[config.mk]
export PLATFORM = sky130hd
export DESIGN_NAME = ones_run_pattern_gen
export DESIGN_NICKNAME = d
export VERILOG_FILES = /design/src/rtl/pattern_gen_pkg.sv /design/src/rtl/ones_run_model.sv /design/src/rtl/ones_run_pattern_gen.sv
export SDC_FILE = /design/constraint.sdc
export NUM_CORES = 1
export LEC_CHECK = 0
export CAP_MARGIN = 20
export CORE_MARGIN = 3
export CORE_UTILIZATION = 35
export CTS_BUF_LIST = sky130_fd_sc_hd__clkbuf_4 sky130_fd_sc_hd__clkbuf_8
export DETAILED_ROUTE_END_ITERATION = 10
export SKIP_LAST_GASP = 1
export SLEW_MARGIN = 0
export SYNTH_ARGS = -nofsm -noshare
export SYNTH_HDL_FRONTEND = slang
export SYNTH_SLANG_ARGS = --single-unit
[constraint.sdc]
create_clock -name clk -period 4.7 [get_ports clk]
set_clock_uncertainty 0.1 [all_clocks]
set_input_delay 1.41 -clock clk [delete_from_list [all_inputs] [get_ports clk]]
set_output_delay 1.41 -clock clk [all_outputs]
set_load 0.01 [all_outputs]
[src/rtl/pattern_gen_pkg.sv]
// Shared constants for the consecutive-ones stimulus generator family:
// FSM encoding, default run-length width and the detector model saturation point.
package pattern_gen_pkg;

  localparam int DEFAULT_LEN_W = 4;

  localparam logic [1:0] ST_IDLE  = 2'b00;
  localparam logic [1:0] ST_ONES  = 2'b01;
  localparam logic [1:0] ST_ZEROS = 2'b10;

  localparam logic [1:0] R_SAT = 2'd2;

  // Next value of the detector's ones-run register: saturating count, cleared by a 0.
  function automatic logic [1:0] r_next(input logic x, input logic [1:0] r);
    if (!x) begin
      r_next = 2'd0;
    end else if (r >= R_SAT) begin
      r_next = R_SAT;
    end else begin
      r_next = r + 2'd1;
    end
  endfunction

endpackage

[src/rtl/ones_run_model.sv]
// Reference model of the consecutive-ones Mealy detector: z is high on a 1
// that follows at least two consecutive 1s. Usable standalone as a scoreboard.
module ones_run_model
  import pattern_gen_pkg::*;
(
  input  logic clk,
  input  logic rst,
  input  logic x,
  output logic exp_z
);

  logic [1:0] r_r;

  // Ones-run history register, saturating at R_SAT
  always_ff @(posedge clk or negedge rst) begin
    if (!rst) begin
      r_r <= 2'd0;
    end else begin
      r_r <= r_next(x, r_r);
    end
  end

  assign exp_z = x && (r_r == R_SAT);

endmodule

[src/rtl/ones_run_pattern_gen.sv]
// Serial burst transmitter: emits "N ones then M zeros" per accepted request,
// with gapless back-to-back bursts and a cycle-aligned detector prediction.
module ones_run_pattern_gen
  import pattern_gen_pkg::*;
#(
  parameter int LEN_W = DEFAULT_LEN_W
) (
  input  logic             clk,
  input  logic             rst,
  input  logic             req_valid,
  output logic             req_ready,
  input  logic [LEN_W-1:0] req_ones,
  input  logic [LEN_W-1:0] req_zeros,
  output logic             x_out,
  output logic             bit_valid,
  output logic             exp_z,
  output logic             busy,
  output logic             done
);

  localparam logic [LEN_W-1:0] CNT_ONE  = LEN_W'(1);
  localparam logic [LEN_W-1:0] CNT_ZERO = LEN_W'(0);

  logic [1:0]       state_r;
  logic [1:0]       state_s;
  logic [LEN_W-1:0] cnt_r;
  logic [LEN_W-1:0] cnt_s;
  logic [LEN_W-1:0] zeros_r;
  logic [LEN_W-1:0] zeros_s;
  logic             done_r;
  logic             done_s;

  logic             last_bit_s;
  logic             accept_s;
  logic [1:0]       start_state_s;
  logic [LEN_W-1:0] start_cnt_s;
  logic             start_done_s;
  logic             x_s;

  assign x_s = (state_r == ST_ONES);

  // Final bit of the burst: the current phase ends and no zeros phase follows
  always_comb begin
    last_bit_s = 1'b0;
    case (state_r)
      ST_ONES:  last_bit_s = (cnt_r == CNT_ZERO) && (zeros_r == CNT_ZERO);
      ST_ZEROS: last_bit_s = (cnt_r == CNT_ZERO);
      default:  last_bit_s = 1'b0;
    endcase
  end

  assign req_ready = (state_r == ST_IDLE) || last_bit_s;
  assign accept_s  = req_valid && req_ready;

  // Where a freshly accepted request begins; an empty request completes at once
  always_comb begin
    start_state_s = ST_IDLE;
    start_cnt_s   = CNT_ZERO;
    start_done_s  = 1'b0;
    if (req_ones != CNT_ZERO) begin
      start_state_s = ST_ONES;
      start_cnt_s   = req_ones - CNT_ONE;
    end else if (req_zeros != CNT_ZERO) begin
      start_state_s = ST_ZEROS;
      start_cnt_s   = req_zeros - CNT_ONE;
    end else begin
      start_state_s = ST_IDLE;
      start_cnt_s   = CNT_ZERO;
      start_done_s  = 1'b1;
    end
  end

  // Next-state, phase counter, captured zeros length and done pulse
  always_comb begin
    state_s = state_r;
    cnt_s   = cnt_r;
    zeros_s = accept_s ? req_zeros : zeros_r;
    done_s  = 1'b0;
    case (state_r)
      ST_IDLE: begin
        if (accept_s) begin
          state_s = start_state_s;
          cnt_s   = start_cnt_s;
          done_s  = start_done_s;
        end else begin
          state_s = ST_IDLE;
        end
      end
      ST_ONES, ST_ZEROS: begin
        if (cnt_r != CNT_ZERO) begin
          cnt_s = cnt_r - CNT_ONE;
        end else if ((state_r == ST_ONES) && (zeros_r != CNT_ZERO)) begin
          // Ones phase rolls into the zeros phase of the same burst
          state_s = ST_ZEROS;
          cnt_s   = zeros_r - CNT_ONE;
        end else begin
          done_s = 1'b1;
          if (accept_s) begin
            state_s = start_state_s;
            cnt_s   = start_cnt_s;
          end else begin
            state_s = ST_IDLE;
            cnt_s   = CNT_ZERO;
          end
        end
      end
      default: begin
        state_s = ST_IDLE;
        cnt_s   = CNT_ZERO;
      end
    endcase
  end

  // Generator state registers
  always_ff @(posedge clk or negedge rst) begin
    if (!rst) begin
      state_r <= ST_IDLE;
      cnt_r   <= CNT_ZERO;
      zeros_r <= CNT_ZERO;
      done_r  <= 1'b0;
    end else begin
      state_r <= state_s;
      cnt_r   <= cnt_s;
      zeros_r <= zeros_s;
      done_r  <= done_s;
    end
  end

  assign x_out     = x_s;
  assign bit_valid = (state_r != ST_IDLE);
  assign busy      = bit_valid;
  assign done      = done_r;

  ones_run_model u_model (
    .clk   (clk),
    .rst   (rst),
    .x     (x_s),
    .exp_z (exp_z)
  );

endmodule
==> flow_summary.ini <==
[drt]
drt_pass1_iterations = 4
wl_per_cell_um = 13.9
totalWireLength_mm = 2.64
drc = 0
route.vias.total = 1010
antenna_violating_nets_post_route = 0
drt_first_iter_violations = 27
vias_per_cell = 5.34

[run_status]
run_status = finished clean

[logic_synthesis]
synth_area_per_inst_um2 = 8.44
synth-async-reset-ratio_pct = 100
synth_cells = 131
synth-seq-cells = 13
dominant_register_cell_in_the_synthesized_netlist = sky130_fd_sc_hd__dfrtp_1
postSynthNetCount = 152
synth_seq_area_share_pct = 29.4
synth_enable_flop_cells = 0
mappedNetlistArea_um2 = 1110
synth_cell_type_count = 40
synthesis.yosys.warnings = 0

[timing]
post-route-worst-setup-slack_ns = 0.952
slew_limit_headroom_pct = 56.4
grt_setup_unrepaired = false
timing_hold_violations_final = 0
tightest_slew_ns = 0.653
setup_tns_ns = 0
timing.final.crit_share_pct = 79.7
period_needed_ns = 3.75
report.final.setup_viol = 0
timing.fmax_mhz = 267
maxSlewViolCount = 0

[clock_network]
clockBufferDepth = 2
cts.root.buffer_cell = sky130_fd_sc_hd__clkbuf_4
number_of_buffers_added_for_setup_after_cts = 0
cts.repair.resized = 0
tritoncts_num_sinks = 13
cts_h_tree_lvls = 1
holdBufCountCts = 0
worstSkewPairLatency_ns = 0.28
numCtsBuffers = 3
tritoncts_clock_tree = built
clk_transition_reported_paths_ns = 0.09

[min_path]
worstHoldPathType = reg2reg

[setup_path]
r2r_slack_ns = 2.44
critPathArrivalTime_ns = 2.24
timing.critical_path.to = req_ready
cell_count_of_the_worst_reg_to_reg_path = 7
timing_worst_setup_path_type = reg2out
r2r-start = cnt_r[0]
critical_path.max_fanout = 7
crit_path_start_kind = flip-flop
endpoint_kind = primary output
rr_endpoint = cnt_r[2]
critPathRequiredTime_ns = 3.19
cp-startpoint = cnt_r[0]

[run]
max_cap_violations = 0

[die]
io_pins = 17
std_cell_rows = 19
die_area_um2 = 3870
coreArea_um2 = 2880
initial_utilization_pct = 38.5
floorplan.die.width_um = 62.2
chipHeight_um = 62.2

[power]
p_per_area_nw_per_um2 = 525
worst_ir_drop_vdd_v = 0.000264
power_report.internal_total_w = 0.000380
power.sequential.fraction_pct = 29.5
post-layout-total-power_w = 0.000694
power_switching_share_pct = 45.2
power.net_switching_w = 0.000314
p_leak_nw = 0.576
share_comb_of_total_power_pct = 59.3
clock_power_share_pct = 11.2

[placed_design]
i_o_buffers = 16
pre_cts_ws_ns = 1.01
dp_hpwl_mm = 2.11
routabilityCongestion = 0.886

[global_routing]
grt_antenna_before_repair = 0
pin_count_of_the_biggest_net_entering_global_routing = 14
global_route.usage.total_pct = 14.3
overflow = 0
grt_pass1_wl_mm = 4.66
grt_pass1_vias = 1019

[final_layout]
n_fill_cell = 294
num_antenna_cells = 0
area.growth.synth_to_final_pct = 19.6
nNetsFinal = 169
layout-drive-gt1-share_pct = 6.80
-- through the flow --
stage | hold WS (ns) | cell area, um2 | cells | utilization, %
finish | 0.356 | 1320 | 189 | 46.0
floorplan | 0.324 | 1110 | 131 | -
CTS | 0.357 | 1320 | 189 | 46.0
global route | 0.389 | 1320 | 189 | 46.0
global placement | 0.336 | 1290 | 185 | 44.9
detailed placement | 0.354 | 1290 | 185 | 44.9
-- cells by family (layout without fill, tap and decap cells) --
| group | Yosys count | after routing | synth area share (%) |
|---|---|---|---|
| adders and majority gates | 10 | 10 | 11.3 |
| AOI/OAI and AO/OA | 31 | 31 | 20.0 |
| and+or+nand+nor | 50 | 50 | 24.4 |
| muxes | 7 | 7 | 6.56 |
| xor gates and xnor gates | 1 | 1 | 0.792 |
| buffers and inverters | 19 | 35 | 7.47 |
| DFF | 13 | 13 | 29.4 |
-- state kept, by name (all words and copies together), names as in the netlist --
| name | cells |
|---|---|
| state_r | 2 |
| cnt_r | 4 |
| zeros_r | 4 |
| done | 1 |
| u_model.r_r | 2 |
-- Yosys cell counts, drive strengths merged (5+ instances only) --
library cell | count | area share, %
dfrtp | 13 | 29
nand2b | 6 | 3.4
o21ai | 5 | 2.3
o22ai | 5 | 2.8
ha | 10 | 11
nand2 | 7 | 2.4
mux2i | 5 | 4.5
nor2 | 13 | 4.4
a21oi | 5 | 2.3
inv | 15 | 5.1
nor3 | 9 | 4.1
-- power by group through the flow --
stage / Sequential (W) / Combinational [W] / Clock [W]
finish: 0.000204 / 0.000412 / 0.0000778
global route: 0.000214 / 0.000464 / 0.0000848
CTS: 0.000205 / 0.000410 / 0.0000807
detailed placement: 0.000207 / 0.000407 / 0
global placement: 0.000204 / 0.000406 / 0
floorplan: 0.000196 / 0.000303 / 0
-- worst max-delay path, stage by stage (launching register included) --
cell	delay, ns
sky130_fd_sc_hd__dfrtp_1	0.42
sky130_fd_sc_hd__inv_1	0.11
sky130_fd_sc_hd__ha_1	0.19
sky130_fd_sc_hd__nor3b_2	0.43
sky130_fd_sc_hd__a31o_2	0.25
sky130_fd_sc_hd__clkdlybuf4s50_1	0.54
-- cells in the final DEF (no fill, tap or decap), types with 2 or more instances in the layout --
cell                              count
sky130_fd_sc_hd__clkbuf_4             4
sky130_fd_sc_hd__o31ai_1              2
sky130_fd_sc_hd__nor2_1              13
sky130_fd_sc_hd__o21ai_0              4
sky130_fd_sc_hd__nand2_1              7
sky130_fd_sc_hd__o22ai_1              5
sky130_fd_sc_hd__o221ai_1             2
sky130_fd_sc_hd__nand3_1              4
sky130_fd_sc_hd__nand2b_1             6
sky130_fd_sc_hd__a21oi_1              5
sky130_fd_sc_hd__nor3b_1              3
sky130_fd_sc_hd__or3b_1               2
sky130_fd_sc_hd__nor3_1               9
sky130_fd_sc_hd__a22oi_1              2
sky130_fd_sc_hd__inv_1               15
sky130_fd_sc_hd__dfrtp_1             13
sky130_fd_sc_hd__clkdlybuf4s50_1     16
sky130_fd_sc_hd__ha_1                10
sky130_fd_sc_hd__mux2i_1              5
-- cell type report --
| cell class | count | area, um2 | share of cell area, % |
|---|---|---|---|
| multi-input combinational | 99 | 698 | 52.8 |
| sequential | 13 | 325 | 24.6 |
| timing repair buffer | 16 | 160 | 12.1 |
| inverter | 15 | 56.3 | 4.26 |
| tap | 42 | 52.6 | 3.97 |
| clock buffer | 4 | 30.0 | 2.27 |
-- per-layer routing --
metal	share of wire (%)	wire (um)	GRT usage (%)	up-vias
li1	-	-	-	502
met1	47	1250	19.5	479
met2	47	1240	23.4	29
met3	5.5	145	4.14	0
met4	0	0	1.38	0
met5	0	0	0	-
-- worst min path at each step --
stage / from / to / slack, ns / depth (start not counted)
floorplan: u_model.r_r[1] / u_model.r_r[0] / 0.32 / 1
global placement: u_model.r_r[1] / u_model.r_r[0] / 0.34 / 1
detailed placement: u_model.r_r[1] / u_model.r_r[0] / 0.35 / 1
CTS: u_model.r_r[1] / u_model.r_r[0] / 0.36 / 1
global route: u_model.r_r[1] / u_model.r_r[0] / 0.39 / 1
finish: u_model.r_r[1] / u_model.r_r[0] / 0.36 / 1
(Power assumes the default switching activity.)
